File: src/rtl/encoder_pulse_cond.sv
// encoder_pulse_cond
//
// Turns the raw, bouncing wheel-encoder signal into one clean single-cycle
// stim pulse per accepted rising edge for the rotation-time counter. It also
// measures the spacing between pulses and flags a wheel that has stopped.
//
// Ports
//   clk           system clock, rising edge
//   rst           synchronous, active-high reset
//   enc_in        raw encoder input, asynchronous to clk, may bounce
//   en            conditioning enable; low holds the block idle
//   stim          one-cycle pulse per accepted rising edge
//   level         debounced encoder level
//   pulse_period  cycles between the last two stim pulses (saturates at STALL_CYCLES)
//   period_valid  one-cycle pulse with stim whenever pulse_period updates
//   stall         high while no stim has been seen for STALL_CYCLES cycles
//
// Debounce FSM
//   state     | meaning
//   ----------+-------------------------------------------------------
//   LOW       | debounced level 0, waiting for the synced input to rise
//   RISE_CHK  | input high, counting stable samples before accepting
//   HIGH      | debounced level 1, waiting for the synced input to fall
//   FALL_CHK  | input low, counting stable samples before accepting

module encoder_pulse_cond #(
   parameter int SYNC_STAGES     = 2,
   parameter int DEBOUNCE_CYCLES = 16,
   parameter int STALL_CYCLES    = 50000,
   parameter int PER_W           = 20
) (
   input  logic             clk,
   input  logic             rst,
   input  logic             enc_in,
   input  logic             en,
   output logic             stim,
   output logic             level,
   output logic [PER_W-1:0] pulse_period,
   output logic             period_valid,
   output logic             stall
);

   // The count value at which the next matching sample completes the
   // debounce window (DEBOUNCE_CYCLES samples including the entry sample).
   localparam logic [7:0]       DB_LAST  = 8'(DEBOUNCE_CYCLES - 2);
   localparam logic [PER_W-1:0] STALL_TC = PER_W'(STALL_CYCLES);

   typedef enum logic [1:0] {
      ST_LOW      = 2'd0,
      ST_RISE_CHK = 2'd1,
      ST_HIGH     = 2'd2,
      ST_FALL_CHK = 2'd3
   } state_t;

   logic [SYNC_STAGES-1:0] sync_q;
   logic                   s;

   state_t                 state_q;
   state_t                 state_d;
   logic [7:0]             cnt_q;
   logic [7:0]             cnt_d;
   logic                   rise_acc;
   logic                   stim_q;

   logic [PER_W-1:0]       timer_q;
   logic                   first_q;
   logic [PER_W-1:0]       pulse_period_q;
   logic                   pv_q;

   // ------------------------------------------------------------------
   // Synchroniser: runs regardless of en so a level present when en
   // returns has already been brought into the clock domain.
   // ------------------------------------------------------------------
   always_ff @(posedge clk) begin
      if (rst) begin
         sync_q <= '0;
      end else begin
         sync_q <= {sync_q[SYNC_STAGES-2:0], enc_in};
      end
   end

   assign s = sync_q[SYNC_STAGES-1];

   // ------------------------------------------------------------------
   // Debounce FSM
   // ------------------------------------------------------------------
   always_ff @(posedge clk) begin
      if (rst) begin
         state_q <= ST_LOW;
         cnt_q   <= 8'd0;
         stim_q  <= 1'b0;
      end else begin
         state_q <= state_d;
         cnt_q   <= cnt_d;
         stim_q  <= rise_acc;
      end
   end

   always_comb begin
      state_d  = state_q;
      cnt_d    = cnt_q;
      rise_acc = 1'b0;

      unique case (state_q)
         ST_LOW: begin
            if (s) begin
               state_d = ST_RISE_CHK;
               cnt_d   = 8'd0;
            end
         end

         ST_RISE_CHK: begin
            if (!s) begin
               state_d = ST_LOW;
            end else if (cnt_q == DB_LAST) begin
               state_d  = ST_HIGH;
               rise_acc = 1'b1;
            end else if (cnt_q != 8'hFF) begin
               cnt_d = cnt_q + 8'd1;
            end
         end

         ST_HIGH: begin
            if (!s) begin
               state_d = ST_FALL_CHK;
               cnt_d   = 8'd0;
            end
         end

         ST_FALL_CHK: begin
            if (s) begin
               state_d = ST_HIGH;
            end else if (cnt_q == DB_LAST) begin
               state_d = ST_LOW;
            end else if (cnt_q != 8'hFF) begin
               cnt_d = cnt_q + 8'd1;
            end
         end

         default: begin
            state_d = ST_LOW;
            cnt_d   = 8'd0;
         end
      endcase

      // Disabled: park in LOW with a clean count, never accept an edge.
      if (!en) begin
         state_d  = ST_LOW;
         cnt_d    = 8'd0;
         rise_acc = 1'b0;
      end
   end

   // ------------------------------------------------------------------
   // Period timer. The accepted-edge event (rise_acc) is acted on at the
   // same edge that raises stim, so pulse_period and period_valid change
   // in the stim cycle. The timer restarts at 1 so that the value read at
   // the next stim equals the stim-to-stim spacing.
   // ------------------------------------------------------------------
   always_ff @(posedge clk) begin
      if (rst) begin
         timer_q        <= '0;
         first_q        <= 1'b1;
         pulse_period_q <= '0;
         pv_q           <= 1'b0;
      end else if (!en) begin
         timer_q <= '0;
         first_q <= 1'b1;
         pv_q    <= 1'b0;
      end else if (rise_acc) begin
         timer_q <= PER_W'(1);
         first_q <= 1'b0;
         pv_q    <= !first_q;
         if (!first_q) begin
            pulse_period_q <= timer_q;
         end
      end else begin
         pv_q <= 1'b0;
         if (timer_q != STALL_TC) begin
            timer_q <= timer_q + PER_W'(1);
         end
      end
   end

   // ------------------------------------------------------------------
   // Outputs. A stim reloads the timer to 1, so stall is already low in
   // the stim cycle even if saturation would have coincided with it.
   // ------------------------------------------------------------------
   assign stim         = stim_q & en;
   assign period_valid = pv_q & en;
   assign stall        = en & (timer_q == STALL_TC);
   assign level        = (state_q == ST_HIGH) || (state_q == ST_FALL_CHK);
   assign pulse_period = pulse_period_q;

endmodule

File: config.mk
export PLATFORM = sky130hd
export DESIGN_NAME = encoder_pulse_cond
export DESIGN_NICKNAME = d
export VERILOG_FILES = /design/src/rtl/encoder_pulse_cond.sv
export SDC_FILE = /design/constraint.sdc
export NUM_CORES = 1
export LEC_CHECK = 0
export CORE_UTILIZATION = 50
export CTS_CLUSTER_DIAMETER = 60
export DETAILED_ROUTE_END_ITERATION = 6
export HOLD_SLACK_MARGIN = 0.02
export PLACE_DENSITY = 0.76
export RECOVER_POWER = 100
export SYNTH_ARGS = -nofsm -noshare
export SYNTH_HDL_FRONTEND = slang
export SYNTH_SLANG_ARGS = --single-unit
File: constraint.sdc
create_clock -name clk -period 1.69 [get_ports clk]
set_clock_uncertainty 0.05 [all_clocks]
set_input_delay 0.4225 -clock clk [delete_from_list [all_inputs] [get_ports clk]]
set_output_delay 0.4225 -clock clk [all_outputs]
set_load 0.005 [all_outputs]
Word level (Yosys, flattened, before mapping)
Index checks and enable logic that the tools add are counted.
Operators by class
  add/subtract/negate cells: 2
  equal/unequal tests: 13
  multiplexer cells: 20
  bitwise operators: 6
  reductions and logical operators: 10
Operators with widths (count)
  8-bit 2-to-1 mux: 6
  8-bit one-hot mux with 4 select lines: 1
  20-bit by 1-bit adder with 20-bit output (second input constant): 1
  20-bit by 16-bit == test with 1-bit output (second input constant): 1
  20-bit by 16-bit inequality test with 1-bit output (second input constant): 1
  2-bit 2-to-1 mux: 6
  8-bit by 1-bit adder with 8-bit output (second input constant): 1
  8-bit by 4-bit == test with 1-bit output (second input constant): 1
  2-bit inequality test (second input constant): 4
  8-bit inequality test (second input constant): 1
  2-bit one-hot mux with 4 select lines: 1
  4-bit AND reduction: 2
  1-bit 2-to-1 mux: 6
  3-bit inequality test (second input constant): 2
  3-bit OR reduction: 2
  2-bit == test (second input constant): 2
  1-bit bitwise AND: 3
  1-bit inverter: 3
  3-bit AND reduction: 1
  2-bit by 1-bit == test with 1-bit output (second input constant): 1
  2-bit logical NOT: 1
  2-bit nonzero test: 1
  2-bit OR reduction: 1
  1-bit logical NOT: 1
  1-bit logical OR: 1
Word-level totals
  register bits after elaboration: 55
  output and inout bits: 24
  logic and storage cells: 60

Logic depth before layout (Yosys ltp)
  depth in word-level cells: 7
  depth in mapped cells: 8
  mapped depth without buffers: 6

Least setup slack after synthesis
OpenSTA, ideal clock, no wires.
  path kind: reg2reg
  start point: register timer_q[3]
  end point: register timer_q[19]
  data arrival time: 1.738 ns
  setup slack: -0.169 ns
  stages on the path, launching flop included: 7
  cell sequence: dfxtp_1 -> buf_4 -> nand3_2 -> or4_1 -> buf_2 -> or4_1 -> a21oi_1
Between the ends
  word-level cells in the longest chain between the ends: 1
RTL lines
  start, declared: line 65  | logic [PER_W-1:0] timer_q;
  start signal, assigned: line 180  | timer_q <= timer_q + PER_W'(1);
  20-bit by 1-bit adder with 20-bit output / 20-bit by 16-bit inequality test with 1-bit output (equally long branches): line 180, 179
Several ways; a longest one is shown, not always the timed one.
A chain may end at the register's enable or synchronous reset.

Worst setup path in the final report
  start point: register timer_q[11]
  end point: output port stall
Between the ends
  word-level cells in the longest chain between the ends: 2
RTL lines
  20-bit by 16-bit == test with 1-bit output: line 191  | assign stall = en & (timer_q == STALL_TC);
  1-bit bitwise AND: line 191
  end, declared: line 40  | output logic stall
Every way passes these cells.

==> summary.md <==
| Metric | Value |
|---|---|
| TritonCTS Buffers | 5 |
| Number of nets with antenna violations after routing | 0 |
| Family with the most delay on the worst path | simple AND/OR/NAND/NOR gates |
| CP max stage cell | sky130_fd_sc_hd__dfxtp_2 |
| Maximum clock insertion buffer count | 2 |
| H-Tree Level Count | 2 |
| Synthesized area per cell | 8.964 um^2 |
| Mean number of vias per cell | 5.778 |
| Synth top area share | 0.4583 |
| CP required | roughly 1200 ps |
| Depth of the worst hold-timing path | 3 |
| Worst supply voltage drop on vdd | 0.5934 mV |
| Pwr per Cell Area | approximately 620 nW/um^2 |
| Wire length of the first global-routing pass | about 11000 um |
| Maximum clock frequency | between 0.5 and 0.6 GHz |
| Clock root buffer master | sky130_fd_sc_hd__clkbuf_8 |
| Overall die height | roughly 71 um |
| Number of register bits inferred by synthesis | 55 |
| Starting density of the core | 0.5369 |
| Levels on crit path | 4 |
| DRC Markers | 1 |
| Cell area after placement | 3052 um^2 |
| I/O pin cnt | 28 |
| Hold violation total from the final report | 0 |
| Std-Cell Core Area | 4474 um^2 |
| Number of unique standard cell types used by synthesis | 40 |
| Worst slew slack as a fraction of its limit | 0.5157 |
| Unrepaired setup endpoints after global routing | true |
| Worst slack on hold paths | ~340 ps |
| Drt total wl | 6938 um |
| Minimum clock period | 1959 ps |
| Port-buffer cells | 27 |
| First DRT Iteration DRCs | about 130 |
| Clock latency of the later-clocked register in the worst-skew pair | roughly 320 ps |
| PnR Total Power | 2.215 mW |
| Cell count after synthesis | 268 |
| Post-synth ARST share | 0 |
| CTS tree | built |
| Number of rows in the core area | 24 |
| Type of element launching the critical path | register |
| Number of global-route vias before repair | approximately 2300 |
| Number of enable-type register cells in the synthesized netlist | 0 |
| Total congestion overflow | 0 |
| Total iterations of the first detailed-routing run | 7 |
| CP max FO | 2 |
| Type of destination of the critical path | output port |
| Cell Chain, Critical Path | nor4_4 -> and4_1 -> and3_1 -> buf_2 |
| Cell count of the worst reg-to-reg path | 5 |
| Number of vias in the routed layout | approximately 2300 |
| Yosys top cell by area | sky130_fd_sc_hd__dfxtp_1 |
| Sequential-to-total area share from yosys stat | 0.4583 |
| Smallest setup slack after layout | -268.7 ps |
| CTS clock-pin slew for the worst setup and hold paths | around 100 ps |
| Type of the setup path with the least slack | reg2out |
| Hold crit path type | in2reg |
| Average wire per cell in the routed design | roughly 17 um |
| Violations in the final reports | design-rule violations, negative setup slack |
| Area of the mapped netlist | 2402 um^2 |
| Final max-slew violation count | 0 |
| Area contributors post-synth | sky130_fd_sc_hd__dfxtp_1 46%, sky130_fd_sc_hd__mux2i_1 9.2%, sky130_fd_sc_hd__nor2_1 5.6%, sky130_fd_sc_hd__a21oi_1 3.1%, sky130_fd_sc_hd__xnor2_1 2.9% |
| Horizontal die dimension | approximately 70 um |
| Die area | a little over 5000 um^2 |
| Max-capacitance violation count | 0 |
| Leakage power of the design | roughly 1.5 nW |
| Placed wire-length estimate | a little over 4000 um |
| Cts-stage hold buffer count | 0 |
| Slew @ Worst Pin | about 730 ps |
| Final nets | 360 |
| Fin util | 0.7953 |
| Global-route total usage across every layer | 0.2671 |
| Final clock period utilization by the worst path | 1.159 |
| Number of antenna diodes | 0 |
| Run status | finished, violations left |
| Area added between synthesis and finish | 48.12% |
| Post-synthesis net count | approximately 280 |
| Number of buffer and inverter instances along the worst setup path | 1 |
| Synth warn | 0 |
| Most frequently used flop master after synthesis | sky130_fd_sc_hd__dfxtp_1 |
| Maximum number of pins on one net before global-route repair | 16 |
| Final non-filler cell area | between 3000 and 4000 um^2 |
| Sinks on the clock net | 55 |
| CP arrival | between 1000 and 1500 ps |
| Largest stage delay on the critical path | between 300 and 400 ps |
| Share of cells above drive strength 1 | 0.3456 |
| Final sum of negative setup slack | -2333 ps |
| Antenna violations before repair | 0 |
| Global placer's final weighted congestion | between 0.8 and 0.9 |
| Setup Viol. Count Final | 23 |
[power by group]
group / switching (mW) / total, mW / internal (mW)
registers: 0.00697 / 1.30 / 1.30
logic: 0.0601 / 0.103 / 0.0434
clock network: 0.433 / 0.808 / 0.375
total: 0.500 / 2.22 / 1.72
[worst register-to-register path: stages, from the launching register on]
cell and delay [ps]:
sky130_fd_sc_hd__dfxtp_4 380, sky130_fd_sc_hd__buf_6 120, sky130_fd_sc_hd__nand3_4 80, sky130_fd_sc_hd__or4_4 590
sky130_fd_sc_hd__or4_4 510, sky130_fd_sc_hd__a21oi_2 130
[cells in the final DEF, fill, tap and decap left out, types with 3 or more instances in the layout]
cell and instances:
sky130_fd_sc_hd__o21ai_0 4, sky130_fd_sc_hd__buf_4 45, sky130_fd_sc_hd__nor4b_4 3, sky130_fd_sc_hd__mux2i_1 22, sky130_fd_sc_hd__nand2b_1 4, sky130_fd_sc_hd__clkbuf_8 7
sky130_fd_sc_hd__nor3_1 5, sky130_fd_sc_hd__clkdlybuf4s50_1 21, sky130_fd_sc_hd__dfxtp_1 38, sky130_fd_sc_hd__o21ai_1 5, sky130_fd_sc_hd__nor2b_1 5, sky130_fd_sc_hd__buf_6 11
sky130_fd_sc_hd__dfxtp_2 14, sky130_fd_sc_hd__xor2_1 3, sky130_fd_sc_hd__and4_1 3, sky130_fd_sc_hd__a21oi_1 8, sky130_fd_sc_hd__buf_2 4, sky130_fd_sc_hd__inv_1 9
sky130_fd_sc_hd__or4_4 3, sky130_fd_sc_hd__or3_4 4, sky130_fd_sc_hd__nor2_1 35, sky130_fd_sc_hd__nand4_1 6, sky130_fd_sc_hd__xnor2_1 7, sky130_fd_sc_hd__and2_1 3
sky130_fd_sc_hd__nand2_1 14, sky130_fd_sc_hd__nand3_1 11, sky130_fd_sc_hd__a21oi_2 7, sky130_fd_sc_hd__dfxtp_4 3, sky130_fd_sc_hd__and3_1 6, sky130_fd_sc_hd__clkbuf_1 3
[synth_stat cells (2+ instances only)]
cell type	instances
sky130_fd_sc_hd__nor2_1	36
sky130_fd_sc_hd__o21ai_0	10
sky130_fd_sc_hd__nand2b_1	4
sky130_fd_sc_hd__nand2_1	15
sky130_fd_sc_hd__nor2b_1	5
sky130_fd_sc_hd__mux2i_1	22
sky130_fd_sc_hd__ha_1	4
sky130_fd_sc_hd__and3_1	6
sky130_fd_sc_hd__clkbuf_1	7
sky130_fd_sc_hd__nor3_1	6
sky130_fd_sc_hd__o31ai_1	3
sky130_fd_sc_hd__xor2_1	3
sky130_fd_sc_hd__or4_1	5
sky130_fd_sc_hd__and2_1	3
sky130_fd_sc_hd__nor4_1	3
sky130_fd_sc_hd__nand3_1	13
sky130_fd_sc_hd__and4_1	3
sky130_fd_sc_hd__a21o_1	2
sky130_fd_sc_hd__xnor2_1	8
sky130_fd_sc_hd__or3_1	6
sky130_fd_sc_hd__dfxtp_1	55
sky130_fd_sc_hd__a21oi_1	15
sky130_fd_sc_hd__buf_2	3
sky130_fd_sc_hd__nand4_1	6
sky130_fd_sc_hd__inv_1	9
sky130_fd_sc_hd__nor4b_1	2
[registers in the layout, indices dropped and copies added, names as in the netlist, named ones only]
| register | count |
|---|---|
| cnt_q | 8 |
| sync_q | 2 |
| state_q | 1 |
| first_q | 1 |
| timer_q | 20 |
| pulse_period | 20 |
| pv_q | 1 |
| stim_q | 1 |
[metrics by stage]
stage          cells  setup slack, ps
2_1_floorplan    268           -123.7
5_1_grt          405           -333.1
3_3_place_gp     381           -403.3
6_report         405           -268.7
4_1_cts          401           -254.8
3_5_place_dp     381           -441.9
[logic make-up after synthesis]
kind of cell	Yosys count	share of synthesized area
buf+inv	20	0.03438
simple gates	117	0.2573
mux	22	0.09167
compound gates	39	0.09740
flops	55	0.4583
xor+xnor	11	0.04011
fa+ha+maj	4	0.02083
[path summary, 6_finish.rpt]
check	from	end	slack (ps)
worst max-delay path	timer_q[11]$_SDFFE_PP0P_	stall	-270
worst min-delay path	en	stim_q$_SDFF_PP0_	340
worst max register to register	timer_q[3]$_SDFFE_PP0P_	timer_q[19]$_SDFFE_PP0P_	-240
worst min register to register	sync_q[0]$_SDFF_PP0_	sync_q[1]$_SDFF_PP0_	410
[what timing repair did]
action	in CTS	in global routing
buffers inserted	12	5
pin swaps	11	10
endpoints found under the setup margin	18	49
gates resized for setup	46	47
[layer usage]
layer  global-route usage  vias to the layer above  routed length, um
li1                     -                     1118                  -
met5                    0                        -                  0
met4               0.1156                        0                212
met3              0.06610                       15                244
met1               0.3134                     1158               2899
met2               0.4635                       49               3582
[layout make-up]
| type | instances | area [um^2] |
|---|---|---|
| Clock buffer | 8 | 100.1 |
| Fill cell | 284 | 915.9 |
| Inverter | 9 | 33.78 |
| Multi-Input combinational cell | 193 | 1483 |
| Sequential cell | 55 | 1130 |
| Tap cell | 52 | 65.06 |
| Timing Repair Buffer | 88 | 747.0 |
No activity file was read; power rests on OpenSTA's default activity.
